File: config.mk
export PLATFORM = sky130hd
export DESIGN_NAME = seg7_scan_rx
export DESIGN_NICKNAME = d
export VERILOG_FILES = /design/src/rtl/seg7_pkg.sv /design/src/rtl/seg7_pattern_decode.sv /design/src/rtl/seg7_scan_rx.sv
export SDC_FILE = /design/constraint.sdc
export NUM_CORES = 1
export LEC_CHECK = 0
export CAP_MARGIN = 25
export CELL_PAD_IN_SITES_DETAIL_PLACEMENT = 1
export CELL_PAD_IN_SITES_GLOBAL_PLACEMENT = 2
export CORE_MARGIN = 1
export CORE_UTILIZATION = 30
export CTS_CLUSTER_DIAMETER = 150
export CTS_CLUSTER_SIZE = 12
export DETAILED_ROUTE_END_ITERATION = 8
export HOLD_SLACK_MARGIN = 0.15
export PLACE_DENSITY_LB_ADDON = 0.1
export REMOVE_ABC_BUFFERS = 1
export SYNTH_ARGS = -nofsm -noshare
export SYNTH_HDL_FRONTEND = slang
export SYNTH_SLANG_ARGS = --single-unit
File: constraint.sdc
create_clock -name clk -period 2.2 [get_ports clk]
set_clock_uncertainty 0.05 [all_clocks]
set_input_delay 0.44 -clock clk [delete_from_list [all_inputs] [get_ports clk]]
set_output_delay 0.44 -clock clk [all_outputs]
set_load 0.01 [all_outputs]
File: src/rtl/seg7_pkg.sv
// seg7_pkg -- shared constants for the active-low 7-segment receive path.
//   Symbol codes, raw active-low segment patterns (bit6..bit0 = a..g) and
//   the scan-receiver FSM state encoding.
package seg7_pkg;

  // Symbol codes reported per digit
  localparam logic [1:0] CODE_UP    = 2'b00;
  localparam logic [1:0] CODE_DOWN  = 2'b01;
  localparam logic [1:0] CODE_BLANK = 2'b10;
  localparam logic [1:0] CODE_UNK   = 2'b11;

  // Active-low segment patterns recognised on the bus
  localparam logic [6:0] SEG_UP_N    = 7'b0011100;
  localparam logic [6:0] SEG_DOWN_N  = 7'b1100010;
  localparam logic [6:0] SEG_BLANK_N = 7'b1111111;

  // Scan receiver FSM states
  typedef enum logic [1:0] {
    ST_IDLE   = 2'b00,
    ST_TRACK  = 2'b01,
    ST_ACCEPT = 2'b10,
    ST_HOLD   = 2'b11
  } state_e;

endpackage

File: src/rtl/seg7_pattern_decode.sv
// seg7_pattern_decode -- combinational map of an active-low segment
// pattern onto a 2-bit symbol code (UP, DOWN, BLANK, anything else UNKNOWN).
//   seg_n  in  7  active-low segments, bit6..bit0 = a..g
//   code   out 2  symbol code from seg7_pkg
module seg7_pattern_decode
  import seg7_pkg::*;
(
  input  logic [6:0] seg_n,
  output logic [1:0] code
);

  // Exact-match lookup; every unlisted pattern is UNKNOWN.
  always_comb begin
    code = CODE_UNK;
    case (seg_n)
      SEG_UP_N:    code = CODE_UP;
      SEG_DOWN_N:  code = CODE_DOWN;
      SEG_BLANK_N: code = CODE_BLANK;
      default:     code = CODE_UNK;
    endcase
  end

endmodule

File: src/rtl/seg7_scan_rx.sv
// seg7_scan_rx -- receive end of a multiplexed active-low 7-segment bus.
//   Registers the segment bus and anode selects, waits for a sample to stay
//   identical for STABLE_CYCLES samples, decodes it and reports each change
//   of a digit's accepted symbol exactly once.
// Ports:
//   clk        in   1         system clock
//   rst        in   1         synchronous active-high reset
//   seg_n      in   7         segment bus, active-low, bit6..bit0 = a..g
//   an_n       in   DIGITS    anode selects, active-low, one low = valid
//   sym_valid  out  1         one-cycle pulse: a digit's symbol changed
//   sym_digit  out  3         index of changed digit (held between pulses)
//   sym_code   out  2         new code of that digit (held between pulses)
//   sym_err    out  1         pulse with sym_valid when the code is UNKNOWN
//   sym_table  out  2*DIGITS  accepted code per digit, digit i at [2i+1:2i]
module seg7_scan_rx
  import seg7_pkg::*;
#(
  parameter int DIGITS        = 4,
  parameter int STABLE_CYCLES = 16,
  parameter int CNT_W         = 5
) (
  input  logic                  clk,
  input  logic                  rst,
  input  logic [6:0]            seg_n,
  input  logic [DIGITS-1:0]     an_n,
  output logic                  sym_valid,
  output logic [2:0]            sym_digit,
  output logic [1:0]            sym_code,
  output logic                  sym_err,
  output logic [2*DIGITS-1:0]   sym_table
);

  // The first TRACK compare already sees two identical samples, so ACCEPT is
  // entered once the counter has seen STABLE_CYCLES-2 earlier matches.
  localparam logic [CNT_W-1:0] CNT_ACC = CNT_W'(STABLE_CYCLES - 2);
  localparam logic [CNT_W-1:0] CNT_MAX = {CNT_W{1'b1}};

  logic [6:0]          s_seg_q, s_seg_d;
  logic [DIGITS-1:0]   s_an_q,  s_an_d;
  logic [6:0]          p_seg_q, p_seg_d;
  logic [DIGITS-1:0]   p_an_q,  p_an_d;
  state_e              state_q, state_d;
  logic [CNT_W-1:0]    cnt_q,   cnt_d;
  logic [2*DIGITS-1:0] table_q, table_d;
  logic                sym_valid_q, sym_valid_d;
  logic                sym_err_q,   sym_err_d;
  logic [2:0]          sym_digit_q, sym_digit_d;
  logic [1:0]          sym_code_q,  sym_code_d;

  logic [3:0]          s_low_cnt_s;
  logic                s_an_ok_s;
  logic                same_s;
  logic [2:0]          p_idx_s;
  logic [1:0]          p_code_s;
  logic [1:0]          cur_code_s;
  logic [CNT_W-1:0]    cnt_inc_s;

  // Previous sample is decoded in ACCEPT: it is the sample that proved
  // stable, even if the current one already moved on.
  seg7_pattern_decode u_decode (
    .seg_n (p_seg_q),
    .code  (p_code_s)
  );

  // Input stage and one-sample history for the stability compare.
  always_comb begin
    s_seg_d = seg_n;
    s_an_d  = an_n;
    p_seg_d = s_seg_q;
    p_an_d  = s_an_q;
  end

  // Anode checks: count low bits of the current sample, locate the low bit of
  // the previous (stable) sample, and fetch that digit's accepted code.
  always_comb begin
    s_low_cnt_s = 4'd0;
    p_idx_s     = 3'd0;
    for (int i = 0; i < DIGITS; i++) begin
      if (!s_an_q[i]) s_low_cnt_s = s_low_cnt_s + 4'd1;
      else            s_low_cnt_s = s_low_cnt_s;
      if (!p_an_q[i]) p_idx_s = 3'(i);
      else            p_idx_s = p_idx_s;
    end
    cur_code_s = CODE_BLANK;
    for (int i = 0; i < DIGITS; i++) begin
      if (p_idx_s == 3'(i)) cur_code_s = table_q[2*i +: 2];
      else                  cur_code_s = cur_code_s;
    end
  end

  assign s_an_ok_s = (s_low_cnt_s == 4'd1);
  assign same_s    = (s_seg_q == p_seg_q) && (s_an_q == p_an_q);
  assign cnt_inc_s = (cnt_q == CNT_MAX) ? cnt_q : (cnt_q + CNT_W'(1));

  // FSM next state, stability counter, symbol table and report outputs.
  always_comb begin
    state_d     = state_q;
    cnt_d       = cnt_q;
    table_d     = table_q;
    sym_valid_d = 1'b0;
    sym_err_d   = 1'b0;
    sym_digit_d = sym_digit_q;
    sym_code_d  = sym_code_q;
    case (state_q)
      ST_IDLE: begin
        cnt_d = '0;
        if (s_an_ok_s) state_d = ST_TRACK;
        else           state_d = ST_IDLE;
      end
      ST_TRACK: begin
        if (!s_an_ok_s) begin
          state_d = ST_IDLE;
          cnt_d   = '0;
        end else if (!same_s) begin
          state_d = ST_TRACK;
          cnt_d   = '0;
        end else if (cnt_q >= CNT_ACC) begin
          state_d = ST_ACCEPT;
          cnt_d   = cnt_inc_s;
        end else begin
          state_d = ST_TRACK;
          cnt_d   = cnt_inc_s;
        end
      end
      ST_ACCEPT: begin
        if (p_code_s != cur_code_s) begin
          for (int i = 0; i < DIGITS; i++) begin
            if (p_idx_s == 3'(i)) table_d[2*i +: 2] = p_code_s;
            else                  table_d[2*i +: 2] = table_q[2*i +: 2];
          end
          sym_valid_d = 1'b1;
          sym_err_d   = (p_code_s == CODE_UNK);
          sym_digit_d = p_idx_s;
          sym_code_d  = p_code_s;
        end else begin
          table_d = table_q;
        end
        // A change landing on this cycle restarts tracking from zero.
        if (!s_an_ok_s) begin
          state_d = ST_IDLE;
          cnt_d   = '0;
        end else if (!same_s) begin
          state_d = ST_TRACK;
          cnt_d   = '0;
        end else begin
          state_d = ST_HOLD;
          cnt_d   = cnt_q;
        end
      end
      ST_HOLD: begin
        if (!s_an_ok_s) begin
          state_d = ST_IDLE;
          cnt_d   = '0;
        end else if (!same_s) begin
          state_d = ST_TRACK;
          cnt_d   = '0;
        end else begin
          state_d = ST_HOLD;
          cnt_d   = cnt_q;
        end
      end
      default: begin
        state_d = ST_IDLE;
        cnt_d   = '0;
      end
    endcase
  end

  // State, sample and output registers with synchronous reset.
  always_ff @(posedge clk) begin
    if (rst) begin
      s_seg_q     <= {7{1'b1}};
      s_an_q      <= {DIGITS{1'b1}};
      p_seg_q     <= {7{1'b1}};
      p_an_q      <= {DIGITS{1'b1}};
      state_q     <= ST_IDLE;
      cnt_q       <= '0;
      table_q     <= {DIGITS{CODE_BLANK}};
      sym_valid_q <= 1'b0;
      sym_err_q   <= 1'b0;
      sym_digit_q <= 3'd0;
      sym_code_q  <= CODE_BLANK;
    end else begin
      s_seg_q     <= s_seg_d;
      s_an_q      <= s_an_d;
      p_seg_q     <= p_seg_d;
      p_an_q      <= p_an_d;
      state_q     <= state_d;
      cnt_q       <= cnt_d;
      table_q     <= table_d;
      sym_valid_q <= sym_valid_d;
      sym_err_q   <= sym_err_d;
      sym_digit_q <= sym_digit_d;
      sym_code_q  <= sym_code_d;
    end
  end

  assign sym_valid = sym_valid_q;
  assign sym_err   = sym_err_q;
  assign sym_digit = sym_digit_q;
  assign sym_code  = sym_code_q;
  assign sym_table = table_q;

endmodule
* Word-level counts from Yosys, hierarchy flattened
Index checks and enable logic that the tools add are counted.
** Storage, ports and cells
- Bits of input ports :: 13
- Output and inout bits :: 15
- Word-level logic and storage cells :: 76
- Bits in registers :: 44
** Operators by class
- Order comparisons :: 1
- $add $sub $neg :: 4
- Reduce and logical (&&, ||, !) cells :: 12
- Bitwise logic cells :: 2
- Mux-type cells :: 26
- Eq/ne operators :: 17
** Operators by type and width (count)
- 5-bit two-way mux :: 5
- 2-bit two-way mux :: 9
- 5-bit one-hot mux with 3 select lines :: 1
- 7-bit == test, second input constant :: 2
- 4-bit by 1-bit adder with 4-bit output, second input constant :: 3
- 4-bit two-way mux :: 3
- 2-bit one-hot mux with 3 select lines :: 2
- 3-bit AND reduction :: 4
- 7-bit by 5-bit == test with 1-bit output, second input constant :: 1
- 7-bit == test :: 1
- 2-bit == test, second input constant :: 3
- 3-bit by 2-bit == test with 1-bit output, second input constant :: 2
- 3-bit two-way mux :: 2
- 5-bit by 1-bit adder with 5-bit output, second input constant :: 1
- 5-bit == test, second input constant :: 1
- 5-bit by 4-bit greater-or-equal comparator with 1-bit output, second input constant :: 1
- 4-bit by 1-bit == test with 1-bit output, second input constant :: 1
- 4-bit == test :: 1
- 1-bit two-way mux :: 4
- 4-bit != test, second input constant :: 1
- 2-bit AND reduction :: 2
- 2-bit OR reduction :: 2
- 3-bit by 1-bit == test with 1-bit output, second input constant :: 1
- 3-bit logical NOT :: 1
- other kinds (7) :: 8

* Longest topological paths before layout
Gate-level depths: netlist (run 1).
- Depth after elaboration :: 11
- Mapped depth :: 11
- Gate-level depth less buffers :: 10

* Modules after synthesis
From an unflattened synthesis (run 1), not the netlist that was laid out.
** Unflattened totals
- Cells, all modules :: 198
- Area total of the unflattened synthesis :: 1893.1 µm²
** By module, submodules not included
- seg7_scan_rx :: cells each 191, area each 1829.3 µm², seq. area each 860.8 µm², instances 1
- seg7_pattern_decode :: cells each 7, area each 63.8 µm², seq. area each 0.0 µm², instances 1

* Worst setup path after synthesis (run 1)
OpenSTA, ideal clock, no wires.
- Kind :: flip-flop to flip-flop
- Start point :: reg s_an_q[0], in the netlist p_an_d[0]
- End point :: reg cnt_q[0]
- Data arrival time :: 2210 ps
- Buffers on the path :: 1
- Slack :: -124 ps
- Library setup time :: 64 ps
- Required time :: 2086 ps
- Stages on the path, launching flop included :: 12
- Path through :: dfxtp_1 -> inv_1 -> ha_1 -> nand2b_1 -> and2_1 -> ha_1 -> xor2_1 -> o22ai_1 -> a32oi_1 -> or3b_2 -> clkbuf_1 -> nor2_1
** On the way
- Longest elaborated chain between the ends :: 10
** RTL lines
- start: declaration :: RTL line seg7_scan_rx.sv:39 : logic [DIGITS-1:0] s_an_q, s_an_d;
- start signal: assignment :: RTL line seg7_scan_rx.sv:173 : s_an_q <= {DIGITS{1'b1}};
- start signal: assignment :: RTL line seg7_scan_rx.sv:185 : s_an_q <= s_an_d;
- 1-bit two-way mux :: RTL line seg7_scan_rx.sv:79 : if (!s_an_q[i]) s_low_cnt_s = s_low_cnt_s + 4'd1;
- 4-bit by 1-bit adder with 4-bit output :: RTL line seg7_scan_rx.sv:79
- 4-bit two-way mux :: RTL line seg7_scan_rx.sv:79
- 4-bit by 1-bit adder with 4-bit output :: RTL line seg7_scan_rx.sv:79
- 4-bit two-way mux :: RTL line seg7_scan_rx.sv:79
- 4-bit by 1-bit adder with 4-bit output :: RTL line seg7_scan_rx.sv:79
- 4-bit two-way mux :: RTL line seg7_scan_rx.sv:79
- 4-bit by 1-bit == test with 1-bit output :: RTL line seg7_scan_rx.sv:91 : assign s_an_ok_s = (s_low_cnt_s == 4'd1);
- 5-bit two-way mux (tied with other cells) :: RTL line seg7_scan_rx.sv:139 : if (!s_an_ok_s) begin
- 5-bit one-hot mux with 3 select lines or 2-bit AND reduction (tied branches)
- end signal: assignment :: RTL line seg7_scan_rx.sv:189 : cnt_q <= cnt_d;
- end: declaration :: RTL line seg7_scan_rx.sv:43 : logic [CNT_W-1:0] cnt_q, cnt_d;
Parallel ways exist; a longest one is shown, timed or not.
A chain may end at the register's enable or synchronous reset.

* Worst setup path after layout (run 1)
- Start point :: reg s_an_q[0], in the netlist p_an_d[0]
- End point :: reg cnt_q[3]
The elaborated chain is that of the path after synthesis.

==> results of run 1 <==
[worst max-delay path by stage]
stage	slack (ps)	startpoint	end	cells past startpoint
detailed placement	-210	p_an_d[0]	cnt_q[4]	10
global route	-50	p_an_d[0]	cnt_q[3]	11
floorplan	-60	p_an_d[0]	cnt_q[0]	10
finish	80	p_an_d[0]	cnt_q[3]	11
global placement	-100	p_an_d[0]	cnt_q[2]	10
CTS	10	p_an_d[1]	cnt_q[0]	10
[kinds of logic after synthesis]
kind of cell    count (synthesis)  synth area share (%)
compound gates                 25                  9.83
xor+xnor                       14                  6.51
fa+ha+maj                       6                  3.98
buf+inv                        17                  3.72
flops                          43                  45.7
mux                            14                  7.50
other cells                     1                 0.199
simple gates                   78                  22.6
[cell type report]
cell class / count / area [um2]
clock buffers: 6 / 82.6
clock inverters: 2 / 35.0
fillers: 670 / 3470
inverters: 9 / 33.8
multi-input cells: 138 / 1030
flip-flops and latches: 43 / 863
well taps: 75 / 93.8
repair buffers: 41 / 377
[power groups by stage]
stage	combinational [mW]	clock, mW	sequential [mW]
6_report	0.177	0.635	0.821
3_3_place_gp	0.149	0	0.837
3_5_place_dp	0.153	0	0.838
4_1_cts	0.162	0.666	0.821
5_1_grt	0.196	0.701	0.825
2_1_floorplan	0.0871	0	0.833
[placed cells by master (no fill, tap or decap), drive strengths merged, types with 3 or more instances in the layout]
cell and n:
mux2i 13, nand4 3, o21ai 3, inv 9
nand2 8, ha 6, a21oi 7, nand3 3
or2 21, clkdlybuf4s50 26, xnor2 13, nand2b 7
nor3 7, a21o 3, nor2 18, dfxtp 43
buf 15, clkbuf 6
[state kept, by name, indices dropped and copies added (netlist names)]
name,flops
cnt_q,5
sym_err,1
p_seg_d,7
p_an_q,4
state_q,2
sym_table,8
p_seg_q,7
sym_code,2
p_an_d,4
sym_valid,1
sym_digit,2
[per-layer routing]
metal  wire length (um)  vias up  GRT usage, %  part of all wire (%)
li1                   -      742             -                     -
met1               1900      699          17.1                    44
met2               2330       18          27.1                    53
met3                 84        5          2.70                   1.9
met4                 52        0          5.89                   1.2
met5                  0        -             0                     0
[critical path: cells and delay by family, from the launching register on]
kind	cells	cell delay [ps]
muxes	1	170
adders and majority gates	2	310
AOI/OAI and AO/OA	2	220
and+or+nand+nor	2	560
buffers and inverters	3	260
xor gates and xnor gates	1	140
DFF	1	340
[through the flow]
stage               hold WS (ps)  worst slack, ps
finish                       414             84.2
floorplan                    389            -56.4
detailed placement           405             -207
global placement             392            -98.1
global route                 449            -53.0
CTS                          421             12.5
[timing repair]
action                                  4_1_cts  5_1_grt
endpoints found under the setup margin        7        9
pin swaps                                     9        7
hold buffers                                  0        0
resized for setup                             8       13
endpoints found under the hold margin         0        0
setup buffers                                 0        3
==> results by group, run 1 <==
Outcome
  – Status: complete, no violations

Floorplan
  – Initial Util: 31.5%
  – Core footprint: 5990 um2
  – Die width: 81.3 um
  – Die Footprint: 6600 um2
  – Die Y: 81.3 um
  – Io pins: 28
  – Row count: 28

Global routing
  – Largest net degree at the start of global routing: 19
  – Vias in the first global route: 1,600
  – GRT overflow: 0
  – First-pass GRT wire length: 7330 um
  – Total track usage: 14.9%
  – Initial antenna violation count: 0

Critical path
  – Reg-to-reg slack, setup: 80 ps
  – CP Cell Sequence: buf_4, ha_1, inv_1, mux2i_2, inv_1, ha_4, xor2_2, o22ai_1, a32oi_1, or3b_4, nor2_1
  – Critical R2R Capture: cnt_q[3]
  – CP Launch Type: flop
  – CP Max Fanout: 6
  – CP dominant cell by count: inv_1
  – WP data required: 2380 ps
  – Worst R2R Start: p_an_d[0]
  – Worst path max stage delay: 460 ps
  – CP Capture Type: flop
  – CP Class: flop to flop
  – Worst reg-to-reg path cell count: 11
  – CP max stage cell: or3b_4
  – CP Data Arrival Time: 2290 ps

Placed design
  – Routability cong.: 0.739
  – Port Buffers: 26
  – DP Area: 2290 um2
  – Detail Placement HPWL: 3370 um
  – Dpl cells: 303

Synth
  – Post-synth top area share: 45.7%
  – EDFF count, synth: 0
  – Area leader, netlist: dfxtp_1
  – Most instantiated cells after synthesis: dfxtp_1, or2_2, nor2_1
  – Top-count cell post-synth: dfxtp_1
  – Ys async rst share: 0%
  – Synth Instances: 198
  – Top_reg_cell synth: dfxtp_1
  – #FFs+latches synth: 43
  – Syn_area_per_cell: 9.52 um2
  – Mapped Area: 1880 um2
  – Part of the Yosys area used for sequential elements: 45.7%
  – Synth area leaders: dfxtp_1, or2_2, mux2i_1, xnor2_1, ha_1
  – Post-synth cell types: 42
  – Yosys warnings: 0

Pwr
  – Total power draw: 1.63 mW
  – Net Switching: 0.367 mW
  – Sw Ratio: 22.5%
  – Maximum vdd ir drop: 0.000364 V
  – Lkg Pwr: 1.08 nW
  – Combinational Power Share: 10.8%
  – Internal Power: 1.27 mW
  – Pwr Density: 648 nW/um2
  – Sequential power share: 50.3%
  – Clock power share: 38.9%

Worst hold path
  – Sink of the worst hold path: sym_digit[1]
  – Worst Hold Class: flop to flop
  – Hold Crit Depth: 2
  – Hold_sp: sym_digit[1]

Clock tree
  – Clock buffer depth: 2
  – CTS tree: done
  – Num CTS Buffers: 5
  – H-tree Lvls: 2
  – Clk sink count: 43
  – Clock Latency Late Sink: 300 ps
  – CTS root buf: clkbuf_8
  – Clock transition at path regs: 90 ps

STA
  – RSZ-0062 raised after global routing: yes
  – # setup viols final: 0
  – Fin. max-slew vios: 0
  – Total negative slack: 0 ps
  – Final Hold Viols: 0
  – Crit path time final: 2120 ps
  – Fin crit share: 96.2%
  – Highest Clock Rate: 0.473 GHz

Flow run
  – Max-capacitance violation count: 0

Cells and area
  – Design area: 2520 um2
  – # nets final: 257
  – Layout cell share with drive strength beyond 1: 27.2%
  – ANT cells: 0
  – Synth-to-layout area growth: 33.7%
  – Post-Layout Cell Count: 314
  – Utilization after layout: 42.1%

Detailed routing
  – # DRC: 0
  – Routed len/inst: 13.9 um
  – Pre-antenna DRT Iters: 3
  – Antenna Nets Post-Route: 0
  – Vias post-DR: 1,464
  – DR vias/cell: 4.66
  – WL final: 4370 um
  – 1st-iter DRT viols: 22
(Power assumes the default switching activity.)
==> run 2, diff against run 1 <==
Settings changed: CORE_ASPECT_RATIO set to 0.5, CTS_CLUSTER_DIAMETER 150 to 100.
==> run 2 against run 1 <==
Fmax down 0.73%. Die area up 0.30%. Flip-flop and latch count did not move. Clock power grew 5.8%. Non-clock buffer count decreased by 4.
==> results by group, run 2 (synthesized netlist as in run 1, its figures left out) <==
Worst hold path
  – Worst Hold Class: flop to flop (unchanged)
  – Hold Crit Depth: 2 (unchanged)

Cells and area
  – Post-Layout Cell Count: 317 (was 314)
  – Most frequent cells in the layout: dfxtp_1, clkdlybuf4s50_1, or2_2 (unchanged)
  – # nets final: 253 (was 257)
  – # fillers: 659 (was 670)
  – Design area: 2510 um2 (was 2520 um2)
  – Synth-to-layout area growth: 33.3% (was 33.7%)
  – Most common cell after layout, fill and taps aside: dfxtp_1 (unchanged)
  – Max reg flops: 8 (unchanged)
  – ANT cells: 0 (unchanged)
  – Utilization after layout: 43.7% (was 42.1%)
  – Layout cell share with drive strength beyond 1: 24.9% (was 27.2%)

Placed design
  – Worst slack, placed: -230 ps (was -207 ps)
  – Routability cong.: 0.734 (was 0.739)
  – DP Area: 2270 um2 (was 2290 um2)
  – Detail Placement HPWL: 3230 um (was 3370 um)
  – Dpl cells: 308 (was 303)
  – Port Buffers: 26 (unchanged)

Global routing
  – Vias in the first global route: 1,481 (was 1,600)
  – GRT overflow: 0 (unchanged)
  – Initial antenna violation count: 0 (unchanged)
  – Largest net degree at the start of global routing: 15 (was 19)
  – Total track usage: 14.3% (was 14.9%)
  – First-pass GRT wire length: 7130 um (was 7330 um)

Critical path
  – Reg-to-reg slack, setup: 70 ps (was 80 ps)
  – CP Launch Type: flop (unchanged)
  – Critical R2R Capture: cnt_q[2] (was cnt_q[3])
  – CP Max Fanout: 6 (unchanged)
  – WP data required: 2360 ps (was 2380 ps)
  – Worst reg-to-reg path cell count: 11 (unchanged)
  – Worst R2R Start: p_an_d[0] (unchanged)
  – Capture point of the critical path: cnt_q[2] (was cnt_q[3])
  – CP Capture Type: flop (unchanged)
  – CP startpoint: p_an_d[0] (unchanged)
  – CP Data Arrival Time: 2300 ps (was 2290 ps)
  – CP Class: flop to flop (unchanged)

STA
  – Final Hold Slack: 410 ps (was 414 ps)
  – Fin crit share: 96.9% (was 96.2%)
  – Crit path time final: 2130 ps (was 2120 ps)
  – # setup viols final: 0 (unchanged)
  – Post-route setup slack: 68.5 ps (was 84.2 ps)
  – Final Hold Viols: 0 (unchanged)
  – Highest Clock Rate: 0.469 GHz (was 0.473 GHz)
  – Fin. max-slew vios: 0 (unchanged)

Pwr
  – Net Switching: 0.367 mW (about the same)
  – Sequential power share: 49.3% (was 50.3%)
  – Pwr Density: 666 nW/um2 (was 648 nW/um2)
  – Sw Ratio: 21.9% (was 22.5%)
  – Combinational Power Share: 10.5% (was 10.8%)
  – Internal Power: 1.31 mW (was 1.27 mW)
  – Maximum vdd ir drop: 0.000232 V (was 0.000364 V)
  – Clock power share: 40.2% (was 38.9%)
  – Lkg Pwr: 1.06 nW (was 1.08 nW)

Floorplan
  – Row count: 19 (was 28)
  – Die Y: 58.0 um (was 81.3 um)
  – Initial Util: 32.8% (was 31.5%)
  – Die width: 114 um (was 81.3 um)
  – Io pins: 28 (unchanged)
  – Die Footprint: 6620 um2 (was 6600 um2)
  – Core footprint: 5750 um2 (was 5990 um2)

Clock tree
  – Clk sink count: 43 (unchanged)
  – Num CTS Buffers: 5 (unchanged)
  – Post-CTS Hold Buffers: 0 (unchanged)
  – H-tree Lvls: 2 (unchanged)
  – CTS root buf: clkbuf_16 (was clkbuf_8)
  – CTS tree: done (unchanged)
  – Clock Latency Late Sink: 280 ps (was 300 ps)
  – Clock buffer depth: 2 (unchanged)
  – Clock transition at path regs: 60 ps (was 90 ps)

Detailed routing
  – DR vias/cell: 4.50 (was 4.66)
  – # DRC: 0 (unchanged)
  – Antenna Nets Post-Route: 0 (unchanged)
  – WL final: 4250 um (was 4370 um)
  – Pre-antenna DRT Iters: 3 (unchanged)
  – Vias post-DR: 1,427 (was 1,464)
  – 1st-iter DRT viols: 50 (was 22)
  – Routed len/inst: 13.4 um (was 13.9 um)

Flow run
  – Max-capacitance violation count: 0 (unchanged)

Outcome
  – Status: complete, no violations (unchanged)
-- run 2: cell count changes in the layout (fill, tap and decap cells not counted), sizes merged --
cell	change
buf	-4
bufinv	-1
clkinv	-1
-- run 2: worst min-delay path by stage --
stage                       startpoint      endpoint  slack (ps)
after floorplan             p_seg_d[0]    p_seg_q[0]         390
after global placement       p_an_d[0]     p_an_q[0]         390
after detailed placement     p_an_d[0]     p_an_q[0]         400
after CTS                    p_an_d[0]     p_an_q[0]         400
after global routing        p_seg_d[1]    p_seg_q[1]         430
final                     sym_digit[1]  sym_digit[1]         410
-- run 2: area by class of cell --
type | instances | area, um2 | share of cell area [%]
multi-input cells | 138 | 1040 | 41.3
flip-flops and latches | 43 | 863 | 34.4
repair buffers | 37 | 343 | 13.6
clock buffers | 6 | 129 | 5.13
well taps | 84 | 105 | 4.18
inverters | 9 | 33.8 | 1.34
-- run 2: power groups by stage --
stage	clock [mW]	combinational [mW]	sequential, mW
floorplan	0	0.0871	0.833
global placement	0	0.141	0.839
detailed placement	0	0.144	0.840
CTS	0.698	0.161	0.823
global route	0.734	0.196	0.827
finish	0.672	0.176	0.824
-- run 2: metal layers --
metal  wire length, um  vias to the layer above  global-route usage [%]
li1                  -                      735                       -
met1              2140                      674                    18.4
met2              1970                       16                    23.4
met3               129                        2                    4.71
met4                13                        0                    3.34
met5                 0                        -                       0
-- run 2: repair_timing --
action / in CTS / in global routing
pin swaps: 10 / 4
gates resized for setup: 8 / 11
setup buffers: 2 / 1
endpoints found under the setup margin: 6 / 18
-- run 2: worst max-delay path, cell delays in order, from the launching register on --
cell and delay [ps]:
dfxtp_2 330, buf_4 110, ha_1 140, inv_1 40
mux2i_2 190, inv_1 100, ha_4 170, xor2_1 130
o22ai_1 160, a32oi_2 90, or3b_4 440, nor2_1 100
-- run 2: per-stage QoR --
| step | total power [mW] | TNS, ps |
|---|---|---|
| 6_report | 1.67 | 0 |
| 5_1_grt | 1.76 | -168 |
| 4_1_cts | 1.68 | 0 |
| 3_5_place_dp | 0.984 | -1250 |
| 3_3_place_gp | 0.980 | -631 |
| 2_1_floorplan | 0.920 | -338 |
==> run 3, diff against run 2 <==
Settings changed: CORE_MARGIN 1 to not set, SKIP_CTS_REPAIR_TIMING set to 1.
==> run 3 against run 2 <==
Fmax is 2.6% lower. Largest cell class unchanged. Non-clock buffer count fell by 1. Setup slack lost 56 ps. Global-route usage decreased by 0.25 points. Count of clock-buffer cells in the layout is the same. Critical path type unchanged. Sequential share of layout area up 0.19 points. Utilization down 0.24 points. Flip-flop and latch count is the same. Routed wire length grew 0.35%. Die area stayed put. Highest routed layer unchanged. Final area down 0.55%. Via count grew 0.56%.
==> results by group, run 3 (synthesized netlist as in run 1, its figures left out) <==
STA
  – Final Hold Viols: 0 (unchanged)
  – # setup viols final: 0 (unchanged)
  – Highest Clock Rate: 0.457 GHz (was 0.469 GHz)
  – Fin crit share: 99.4% (was 96.9%)
  – Fin. max-slew vios: 0 (unchanged)
  – Total negative slack: 0 ps (unchanged)
  – Crit path time final: 2190 ps (was 2130 ps)

Global routing
  – Initial antenna violation count: 0 (unchanged)
  – First-pass GRT wire length: 7000 um (was 7130 um)
  – GRT overflow: 0 (unchanged)
  – Vias in the first global route: 1,464 (was 1,481)
  – Total track usage: 14.0% (was 14.3%)
  – Largest net degree at the start of global routing: 15 (unchanged)

Cells and area
  – Multi-input gate area: 1030 um2 (was 1040 um2)
  – ANT cells: 0 (unchanged)
  – Layout cell share with drive strength beyond 1: 24.1% (was 24.9%)
  – Most frequent cells in the layout: dfxtp_1, clkdlybuf4s50_1, or2_2 (unchanged)
  – Register Area: 863 um2 (unchanged)
  – Synth-to-layout area growth: 32.6% (was 33.3%)
  – Utilization after layout: 43.4% (was 43.7%)
  – Max reg flops: 8 (unchanged)
  – Most common cell after layout, fill and taps aside: dfxtp_1 (unchanged)
  – # nets final: 252 (was 253)
  – # fillers: 659 (unchanged)

Critical path
  – CP Data Arrival Time: 2350 ps (was 2300 ps)
  – CP Class: flop to flop (unchanged)
  – Worst reg-to-reg path cell count: 11 (unchanged)
  – CP Capture Type: flop (unchanged)
  – CP startpoint: p_an_d[0] (unchanged)
  – CP Max Fanout: 6 (unchanged)
  – WP data required: 2370 ps (was 2360 ps)
  – Worst R2R Start: p_an_d[0] (unchanged)
  – CP Launch Type: flop (unchanged)

Detailed routing
  – WL final: 4260 um (was 4250 um)
  – Routed len/inst: 13.5 um (was 13.4 um)
  – Antenna Nets Post-Route: 0 (unchanged)
  – DR vias/cell: 4.54 (was 4.50)
  – Vias post-DR: 1,435 (was 1,427)
  – 1st-iter DRT viols: 65 (was 50)
  – # DRC: 0 (unchanged)
  – Pre-antenna DRT Iters: 3 (unchanged)

Pwr
  – Lkg Pwr: 1.06 nW (about the same)
  – Pwr Density: 669 nW/um2 (was 666 nW/um2)
  – Maximum vdd ir drop: 0.000236 V (was 0.000232 V)

Clock tree
  – H-tree Lvls: 2 (unchanged)
  – Clk sink count: 43 (unchanged)
  – CTS root buf: clkbuf_16 (unchanged)
  – Clock Latency Late Sink: 280 ps (about the same)
  – Clock buffer depth: 2 (unchanged)
  – Clock transition at path regs: 60 ps (about the same)
  – Num CTS Buffers: 5 (unchanged)
  – CTS tree: done (unchanged)

Placed design
  – Port Buffers: 26 (unchanged)
  – Detail Placement HPWL: 3230 um (unchanged)
  – Routability cong.: 0.734 (unchanged)

Floorplan
  – Die width: 114 um (unchanged)
  – Initial Util: 32.8% (unchanged)
  – Die Footprint: 6620 um2 (unchanged)
  – Die Y: 58.0 um (unchanged)
  – Core footprint: 5750 um2 (unchanged)
  – Io pins: 28 (unchanged)
  – Row count: 19 (unchanged)

Worst hold path
  – Hold Crit Depth: 2 (unchanged)
  – Hold_sp: sym_digit[1] (unchanged)
  – Worst Hold Class: flop to flop (unchanged)

Flow run
  – Max-capacitance violation count: 0 (unchanged)

Outcome
  – Status: complete, no violations (unchanged)
[run 3: cell types whose count changed in the layout (fill, tap and decap cells not counted)]
cell	change
a311oi_1	+1
a311oi_2	-1
buf_4	-1
[run 3: layer usage]
| metal | up-vias | part of all wire, % | track usage [%] |
|---|---|---|---|
| met1 | 680 | 50 | 18.2 |
| met5 | - | 0 | 0 |
| met2 | 18 | 46 | 22.7 |
| met3 | 4 | 3.1 | 4.71 |
| met4 | 0 | 0.56 | 3.34 |
| li1 | 733 | - | - |
[run 3: where the power goes]
part | switching (mW) | internal, mW
registers | 0.0240 | 0.800
logic | 0.0763 | 0.0941
clock network | 0.269 | 0.408
[run 3: critical path, cell delays in order (launching register included)]
cell	delay (ps)
dfxtp_2	330
buf_4	110
ha_1	140
inv_1	40
mux2i_2	190
inv_1	100
ha_4	170
xor2_1	140
o22ai_1	180
a32oi_2	100
or3b_4	460
nor2_1	100
[run 3: final timing paths]
path | to | slack, ps
min reg2reg | sym_digit[1] | 410
max | cnt_q[2] | 10
min | sym_digit[1] | 410
max reg2reg | cnt_q[2] | 10
[run 3: final cells by class]
type	instances	share of cell area (%)
multi-input combinational	138	41.3
sequential	43	34.6
timing repair buffer	36	13.4
clock buffer	6	5.16
tap	84	4.21
inverter	9	1.35
[run 3: stage by stage]
stage | power, mW | setup slack, ps | hold WS, ps | area, um2 | instances
2_1_floorplan | 0.920 | -56.4 | 389 | 1850 | 190
3_3_place_gp | 0.980 | -106 | 393 | 2270 | 308
3_5_place_dp | 0.984 | -230 | 405 | 2270 | 308
4_1_cts | 1.67 | -245 | 415 | 2400 | 314
5_1_grt | 1.75 | -65.8 | 434 | 2500 | 316
6_report | 1.67 | 12.3 | 409 | 2500 | 316
